==> config.mk <==
export PLATFORM = sky130hd
export DESIGN_NAME = avr_irq_ctrl
export DESIGN_NICKNAME = d
export VERILOG_FILES = /design/src/rtl/avr_irq_ctrl.sv
export SDC_FILE = /design/constraint.sdc
export NUM_CORES = 1
export LEC_CHECK = 0
export CAP_MARGIN = 10
export CORE_ASPECT_RATIO = 1.5
export CORE_UTILIZATION = 45
export CTS_CLUSTER_SIZE = 14
export DETAILED_ROUTE_END_ITERATION = 6
export HOLD_SLACK_MARGIN = 0.08
export PLACE_DENSITY = 0.82
export SLEW_MARGIN = 15
export SYNTH_ARGS = -nofsm -noshare
export SYNTH_HDL_FRONTEND = slang
export SYNTH_SLANG_ARGS = --single-unit
export TNS_END_PERCENT = 1
==> constraint.sdc <==
create_clock -name clk -period 3.23 [get_ports clk]
set_input_delay 0.8075 -clock clk [delete_from_list [all_inputs] [get_ports clk]]
set_output_delay 0.8075 -clock clk [all_outputs]
set_load 0.005 [all_outputs]
==> src/rtl/avr_irq_ctrl.sv <==
// AVR interrupt controller: synchronized, latched and masked IRQ lines with a stable iflag/ivect
// handshake. Define IRQ_ROTATE_EN for round-robin arbitration (fixed lowest-index otherwise).
module avr_irq_ctrl #(
   parameter int unsigned NIRQ = 4,
   parameter int unsigned VW   = 2
) (
   input  logic            clk,
   input  logic            rst,
   input  logic [NIRQ-1:0] irq_in,
   input  logic            mmio_re,
   input  logic            mmio_we,
   input  logic [1:0]      mmio_a,
   input  logic [7:0]      mmio_din,
   output logic [7:0]      mmio_dout,
   input  logic            iack,
   output logic            iflag,
   output logic [VW-1:0]   ivect
);

   typedef enum logic [1:0] {StIdle, StReq, StHold} state_e;

   state_e          state_q, state_d;
   logic [NIRQ-1:0] sync1_q, sync1_d, sync2_q, sync2_d, hist_q, hist_d;
   logic [NIRQ-1:0] pending_q, pending_d, enable_q, enable_d, edge_q, edge_d;
   logic [7:0]      dout_q, dout_d;
   logic            iflag_q, iflag_d;
   logic [VW-1:0]   ivect_q, ivect_d;

   logic [NIRQ-1:0] din_n, rise, clr, active, vsel;
   logic            wr_en, wr_pend, wr_edge, ack_take, held;
   logic [VW-1:0]   win;
   logic [7:0]      status;
   logic            unused_din;

   assign unused_din = ^mmio_din;
   assign din_n      = mmio_din[NIRQ-1:0];
   assign wr_en      = mmio_we && (mmio_a == 2'd0);
   assign wr_pend    = mmio_we && (mmio_a == 2'd1);
   assign wr_edge    = mmio_we && (mmio_a == 2'd2);

   assign rise     = sync2_q & ~hist_q;
   assign active   = pending_q & enable_q;
   assign vsel     = NIRQ'(1) << ivect_q;
   assign held     = |(active & vsel);
   assign ack_take = (state_q == StReq) && iack;

   always_comb begin
      sync1_d  = irq_in;
      sync2_d  = sync1_q;
      hist_d   = sync2_q;
      enable_d = wr_en ? din_n : enable_q;
      edge_d   = wr_edge ? din_n : edge_q;
      clr      = (wr_pend ? din_n : '0) | (ack_take ? vsel : '0);
      // Edge-mode bits: a rising edge in the same cycle as a clear keeps the bit set.
      pending_d = (edge_q & ((pending_q & ~clr) | rise)) | (~edge_q & sync2_q);
   end

`ifdef IRQ_ROTATE_EN
   localparam logic [VW:0] NirqW = (VW+1)'(NIRQ);

   logic [VW-1:0]     ptr_q, ptr_d;
   logic [2*NIRQ-1:0] dbl;
   logic [NIRQ-1:0]   rot;
   logic [VW-1:0]     off;
   logic [VW:0]       sum;

   always_comb begin
      dbl = {active, active} >> ptr_q;
      rot = dbl[NIRQ-1:0];
      off = '0;
      for (int i = int'(NIRQ) - 1; i >= 0; i--) begin
         if (rot[i]) off = VW'(i);
      end
      sum = {1'b0, ptr_q} + {1'b0, off};
      if (sum >= NirqW) sum = sum - NirqW;
      win = sum[VW-1:0];
      ptr_d = ptr_q;
      if (ack_take) ptr_d = (ivect_q == VW'(NIRQ - 1)) ? '0 : ivect_q + VW'(1);
   end
`else
   always_comb begin
      win = '0;
      for (int i = int'(NIRQ) - 1; i >= 0; i--) begin
         if (active[i]) win = VW'(i);
      end
   end
`endif

   always_comb begin
      status         = '0;
      status[7]      = iflag_q;
      status[VW-1:0] = ivect_q;
      dout_d         = dout_q;
      if (mmio_re) begin
         case (mmio_a)
            2'd0:    dout_d = 8'(enable_q);
            2'd1:    dout_d = 8'(pending_q);
            2'd2:    dout_d = 8'(edge_q);
            default: dout_d = status;
         endcase
      end
   end

   always_comb begin
      state_d = state_q;
      iflag_d = iflag_q;
      ivect_d = ivect_q;
      case (state_q)
         StIdle: begin
            if (|active) begin
               ivect_d = win;
               iflag_d = 1'b1;
               state_d = StReq;
            end
         end
         StReq: begin
            // Acknowledge takes precedence over a simultaneous withdrawal.
            if (iack) begin
               iflag_d = 1'b0;
               state_d = StHold;
            end else if (!held) begin
               iflag_d = 1'b0;
               state_d = StIdle;
            end
         end
         StHold: state_d = StIdle;
         default: begin
            iflag_d = 1'b0;
            state_d = StIdle;
         end
      endcase
   end

   always_ff @(posedge clk or posedge rst) begin
      if (rst) begin
         state_q   <= StIdle;
         sync1_q   <= '0;
         sync2_q   <= '0;
         hist_q    <= '0;
         pending_q <= '0;
         enable_q  <= '0;
         edge_q    <= '0;
         dout_q    <= '0;
         iflag_q   <= 1'b0;
         ivect_q   <= '0;
`ifdef IRQ_ROTATE_EN
         ptr_q     <= '0;
`endif
      end else begin
         state_q   <= state_d;
         sync1_q   <= sync1_d;
         sync2_q   <= sync2_d;
         hist_q    <= hist_d;
         pending_q <= pending_d;
         enable_q  <= enable_d;
         edge_q    <= edge_d;
         dout_q    <= dout_d;
         iflag_q   <= iflag_d;
         ivect_q   <= ivect_d;
`ifdef IRQ_ROTATE_EN
         ptr_q     <= ptr_d;
`endif
      end
   end

   assign mmio_dout = dout_q;
   assign iflag     = iflag_q;
   assign ivect     = ivect_q;

endmodule

==> metrics.md, run 1 <==
| Metric | Value |
|---|---|
| Synth Area in Simple Gates | `10.94%` |
| Placeable Area | `0.002943 sq mm` |
| Max FO, Critical Path | `8` |
| Mux contribution to synthesized area | `15.16%` |
| RR Startpoint | `ivect[0]` |
| Worst-path clk slew | `60 ps` |
| Final HPWL DP | `1.951 mm` |
| WP data required | `3390 ps` |
| Die width | `47.46 um` |
| Vias | `962` |
| Final Worst Setup Slack | `1021 ps` |
| Top-area cell type share of the netlist area | `60.99%` |
| Slew Limit Fails | `0` |
| Seq/Total Area, Yosys | `60.99%` |
| Post-layout minimum cycle time | `2209 ps` |
| R2r endpoint | `iflag` |
| CP endpoint kind | `flop` |
| FF+latch area | `850.8 sq um` |
| PortBufs | `22` |
| # IOs | `30` |
| Worst ir drop on vdd | `0.0003714 V` |
| Leading area contributor after synthesis | `dfrtp_1` |
| Post-synth top cells | `dfrtp_1 (34), nand2_1 (16), a21oi_1 (7), mux2_1 (7), nor2_1 (7)` |
| Largest family of logic cells by synthesized area | `multiplexers` |
| Final net count | `157` |
| Vias in the first global route | `986` |
| CP Launch Point | `mmio_a[0]` |
| Cells after Synth | `112` |
| CTS tree | `done` |
| Routed wire length | `2.521 mm` |
| Total negative slack | `0 ps` |
| Grt ovf | `0` |
| Critical Path AT | `2370 ps` |
| Clock Sinks | `34` |
| Type of the worst min-delay path | `flop to flop` |
| Type of the worst setup path | `primary input to flop` |
| Pre-Repair DR Iteration Count | `4` |
| Row count | `24` |
| Clock Latency Late Sink | `280 ps` |
| Setup bufs post-CTS | `0` |
| First-pass GRT wire length | `4.209 mm` |
| Flop2flop setup slack | `1770 ps` |
| Yosys warnings | `0` |
| N_diodes | `0` |
| Filler cell count | `264` |
| Initial core utilization | `47.41%` |
| Max clock buf depth | `2` |
| Routed vias/inst | `5.404` |
| Post-route ant nets | `0` |
| Maxcap violations | `0` |
| Status | `completed` |
| Ys flop type | `dfrtp_1` |
| H-tree Lvls | `2` |
| Avg Cell Area, Syn | `12.46 sq um` |
| Async set-reset flop share out of synthesis | `100.0%` |
| EDFF count, synth | `0` |
| # resized after CTS | `0` |
| Final GP Congestion | `0.8978` |
| Max Fclk | `452.6 MHz` |
| Clk root buf | `clkbuf_8` |
| Clock Skews | `2.310 ps` |
| Die height | `70.20 um` |
| Final setup vio count | `0` |
| Xor/xnor share of the synthesized area | `0%` |
| Mapped Area | `0.001395 sq mm` |
| Layout cell share with drive strength beyond 1 | `12.23%` |
| Synth top area cells | `dfrtp_1 (61%), mux2_1 (5.7%), mux4_2 (4.8%)` |
| CTS Buf Count | `5` |
| Startpoint types | `primary input` |
| Most common cell in the synthesized netlist | `dfrtp_1` |
| Netlist cell types | `28` |
| Overall Global Routing Usage | `18.60%` |
| Worst Setup EP | `mmio_dout[1]` |
| Drt drc | `0` |
| Adder-Cell Fraction of Synth Area | `0%` |
| DR WL/cell | `14.16 um` |
| Final hold vios | `0` |
| DP Worst Slack | `716.5 ps` |
| Crit share post-route | `68.40%` |
| Largest net degree at the start of global routing | `35` |
| Initial DRC count | `25` |
| Initial antenna violation count | `0` |
| Worst reg-to-reg path cell count | `3` |
| RSZ-0062 raised after global routing | `no` |
| P_leak | `0.0007737 uW` |
| Hold Buf Count CTS | `0` |
| Area of the multi-input gates | `504.2 sq um` |
| Die Area | `0.003331 sq mm` |
| #FFs+latches synth | `34` |
| Compound-Gate Fraction of Synth Area | `9.238%` |
| Pwr per Cell Area | `677.3 mW/mm^2` |
| P&R area growth vs syn | `24.30%` |
## routing by layer
metal / vias up / GRT usage [%] / routed length, um
li1: 439 / - / -
met1: 488 / 18.43 / 917
met2: 25 / 31.51 / 1427
met3: 10 / 3.876 / 62
met4: 0 / 13.02 / 114
met5: - / 0 / 0
## cell type report
cell class,count,share of cell area [%]
inverter,3,0.6494
tap,39,2.814
sequential,34,49.06
multi-input combinational,71,29.08
clock buffer,7,4.978
clock inverter,1,0.2886
timing repair buffer,23,13.13
## cells in the final DEF, fill, tap and decap left out
master | synthesis | final
o21a_1 | 1 | 1
o31ai_2 | 1 | 1
and3b_1 | 1 | 1
a21oi_1 | 7 | 7
a22o_1 | 1 | 1
nor3_1 | 2 | 2
nand4_1 | 1 | 1
mux4_2 | 3 | 3
nand3_1 | 3 | 3
clkinv_2 | 0 | 1
clkbuf_8 | 0 | 6
nor2_1 | 7 | 7
a221oi_1 | 2 | 2
o21ai_1 | 1 | 1
inv_1 | 3 | 3
clkbuf_1 | 1 | 1
a21boi_0 | 1 | 1
nand3b_1 | 1 | 1
buf_4 | 3 | 1
nand2_1 | 16 | 16
a21o_1 | 4 | 4
conb_1 | 1 | 3
clkdlybuf4s50_1 | 0 | 22
mux2i_1 | 2 | 2
mux2_1 | 7 | 7
mux2_2 | 4 | 4
nor2b_1 | 1 | 1
dfrtp_1 | 34 | 34
o21ai_0 | 1 | 1
nor3b_2 | 1 | 1
## kinds of logic after synthesis
| family | Yosys count |
|---|---|
| AO/OA/AOI/OAI | 19 |
| flip-flops | 34 |
| AND/OR/NAND/NOR | 33 |
| other | 1 |
| multiplexers | 16 |
| buffers and inverters | 9 |
## worst min path at each step
| stage | startpoint | to | cells after the start |
|---|---|---|---|
| detailed placement | sync1_q[0] | hist_d[0] | 0 |
| CTS | sync1_q[0] | hist_d[0] | 0 |
| floorplan | sync1_q[0] | hist_d[0] | 0 |
| finish | sync1_q[0] | hist_d[0] | 0 |
| global placement | sync1_q[0] | hist_d[0] | 0 |
| global route | sync1_q[0] | hist_d[0] | 0 |
## sequential cells by signal, summed over array words and instances, names as in the netlist
register / flops
state_q: 2
hist_q: 4
iflag: 1
edge_q: 4
mmio_dout: 5
enable_q: 4
hist_d: 4
sync1_q: 4
ivect: 2
pending_q: 4
## power by group
group | switching (uW) | internal [uW] | total [uW]
Sequential | 80.5 | 506 | 586
Clock | 134 | 171 | 306
Combinational | 114 | 168 | 282
## per-stage QoR
step	cell area (sq um)	power, uW	hold slack, ps	std cells	utilization [%]
after floorplan	1403	743.3	331.2	114	-
after CTS	1734	1193	352.3	178	58.93
final	1734	1175	350.6	178	58.93
after global placement	1643	859.2	332.4	170	55.82
after detailed placement	1643	879.0	341.1	170	55.82
after global routing	1734	1246	360.3	178	58.93
## worst max-delay path, stage by stage
cell	delay [ps]
clkdlybuf4s50_1	710
mux4_2	580
mux2_2	280
Power figures use the tool's default switching activity.
==> inputs of run 2 (changes only) <==
clock period = 2.3 ns   (was 3.23 ns; I/O delays follow)
==> run 2 against run 1 <==
  * Clock-buffer cell count unchanged
  * Critical path type unchanged
  * Combinational power increased by 40%
  * Sequential share of layout area unchanged
  * Global-route usage increased by 0.73 points
  * Wire length increased by 5.2%
  * Largest power group unchanged
==> metrics.md, run 2 (same netlist as run 1, synthesis figures left out) <==
| Metric | Value |
|---|---|
| Most frequent cells in the layout | `dfrtp_1 (34), clkdlybuf4s50_1 (22), nand2_1 (16)` |
| Initial DRC count | `25 (unchanged)` |
| Pwr per Cell Area | `963.5 mW/mm^2 (+42%)` |
| P&R area growth vs syn | `24.30% (unchanged)` |
| Final GP Congestion | `0.9052 (+0.82%)` |
| CTS tree | `done` |
| Max clock buf depth | `2 (unchanged)` |
| Die width | `47.46 um (unchanged)` |
| Placeable Area | `0.002943 sq mm (unchanged)` |
| H-tree Lvls | `2 (unchanged)` |
| Initial core utilization | `47.41% (unchanged)` |
| DR WL/cell | `14.90 um (+5.2%)` |
| Slew Limit Fails | `0 (unchanged)` |
| RSZ-0062 raised after global routing | `no` |
| Maxcap violations | `0 (unchanged)` |
| Commonest non-fill, non-tap cell in the layout | `dfrtp_1` |
| # resized after CTS | `0 (unchanged)` |
| Minimum hold slack | `349.2 ps (-1.442 ps)` |
| Max Fclk | `508.7 MHz` |
| Final HPWL DP | `1.970 mm (+0.99%)` |
| WP data required | `2480 ps (-910 ps)` |
| Row count | `24 (unchanged)` |
| Clock Latency Late Sink | `290 ps (about the same)` |
| Hold Buf Count CTS | `0 (unchanged)` |
| Layout cell share with drive strength beyond 1 | `12.23% (unchanged)` |
| Critical Path AT | `2140 ps (-230 ps)` |
| Status | `completed` |
| Die height | `70.20 um (unchanged)` |
| Vias in the first global route | `1067 (+8.2%)` |
| P_leak | `0.0007737 uW (unchanged)` |
| Setup bufs post-CTS | `0 (unchanged)` |
| Max FO, Critical Path | `8 (unchanged)` |
| Routed vias/inst | `5.264 (-2.6%)` |
| Worst-path clk slew | `70 ps (about the same)` |
| Final net count | `157 (unchanged)` |
| Power after layout | `1671 uW (+42%)` |
| First-pass GRT wire length | `4.540 mm (+7.9%)` |
| Startpoint types | `primary input` |
| Final core occ | `58.93% (unchanged)` |
| Post-route ant nets | `0 (unchanged)` |
| Worst ir drop on vdd | `0.0004360 V (+17%)` |
| Type of the worst min-delay path | `flop to flop` |
| # IOs | `30 (unchanged)` |
| Overall Global Routing Usage | `19.32% (+0.73 points)` |
| CTS Buf Count | `5 (unchanged)` |
| Largest net degree at the start of global routing | `35 (unchanged)` |
| Crit share post-route | `85.46%` |
| Max reg flops | `5 (unchanged)` |
| Grt ovf | `0 (unchanged)` |
| Initial antenna violation count | `0 (unchanged)` |
| Clock Sinks | `34 (unchanged)` |
| Total negative slack | `0 ps (unchanged)` |
| Clock Skews | `3.348 ps (+1.038 ps)` |
| PortBufs | `22 (unchanged)` |
| Drt drc | `0 (unchanged)` |
| CP endpoint kind | `flop` |
| Top Layer Used | `met4` |
| Final hold vios | `0 (unchanged)` |
| Post-layout minimum cycle time | `1966 ps` |
| Met1 wire length | `983 um (+7.2%)` |
| N_diodes | `0 (unchanged)` |
| Met2 WL | `1.541 mm (+8.0%)` |
| Pre-Repair DR Iteration Count | `3 (-1)` |
| Type of the worst setup path | `primary input to flop` |
| Final setup vio count | `0 (unchanged)` |
| Vias | `937 (-2.6%)` |
| Clk root buf | `clkbuf_8` |
| Met3 WL | `90 um (+45%)` |
| Die Area | `0.003331 sq mm (unchanged)` |
| Routed wire length | `2.653 mm (+5.2%)` |
[run 2: cell counts in the layout (fill, tap and decap cells not counted)]
No cell type changed its count.
[run 2: worst paths after layout]
kind,startpoint,to,slack [ps],cells past startpoint
worst max-delay path,mmio_a[0],mmio_dout[0],330,3
worst min-delay path,sync1_q[3],hist_d[3],350,0
worst max register to register,ivect[0],iflag,830,3
worst min register to register,sync1_q[3],hist_d[3],350,0
max in group asynchronous,rst,mmio_dout[3],1320,3
min in group asynchronous,rst,edge_q[1],680,3
[run 2: area by class of cell]
type / count / area (sq um)
sequential: 34 / 850.8
fill: 249 / 1209
inverter: 3 / 11.26
multi-input combinational: 71 / 504.2
clock inverter: 1 / 5.005
timing repair buffer: 23 / 227.7
clock buffer: 7 / 86.33
tap: 39 / 48.80
[run 2: where the power goes]
group          switching [uW]  internal [uW]  leakage [uW]
clock                     206            241     0.0000482
sequential                119            710      0.000403
combinational             159            237      0.000323
total                     483           1190      0.000774
[run 2: metrics by stage]
stage               area, sq um  setup slack [ps]  cells
floorplan                  1403             662.2    114
global placement           1643             41.78    170
detailed placement         1643             23.35    170
CTS                        1734             330.5    178
global route               1734             282.2    178
finish                     1734             334.3    178
[run 2: worst max-delay path, stage by stage]
cell and delay [ps]:
clkdlybuf4s50_1 710, mux4_2 570, mux2_2 280
[run 2: metal layers]
| metal | vias to the layer above | global-route usage, % |
|---|---|---|
| li1 | 437 | - |
| met1 | 476 | 20.24 |
| met2 | 20 | 32.57 |
| met3 | 4 | 6.977 |
| met4 | 0 | 8.254 |
| met5 | - | 0 |
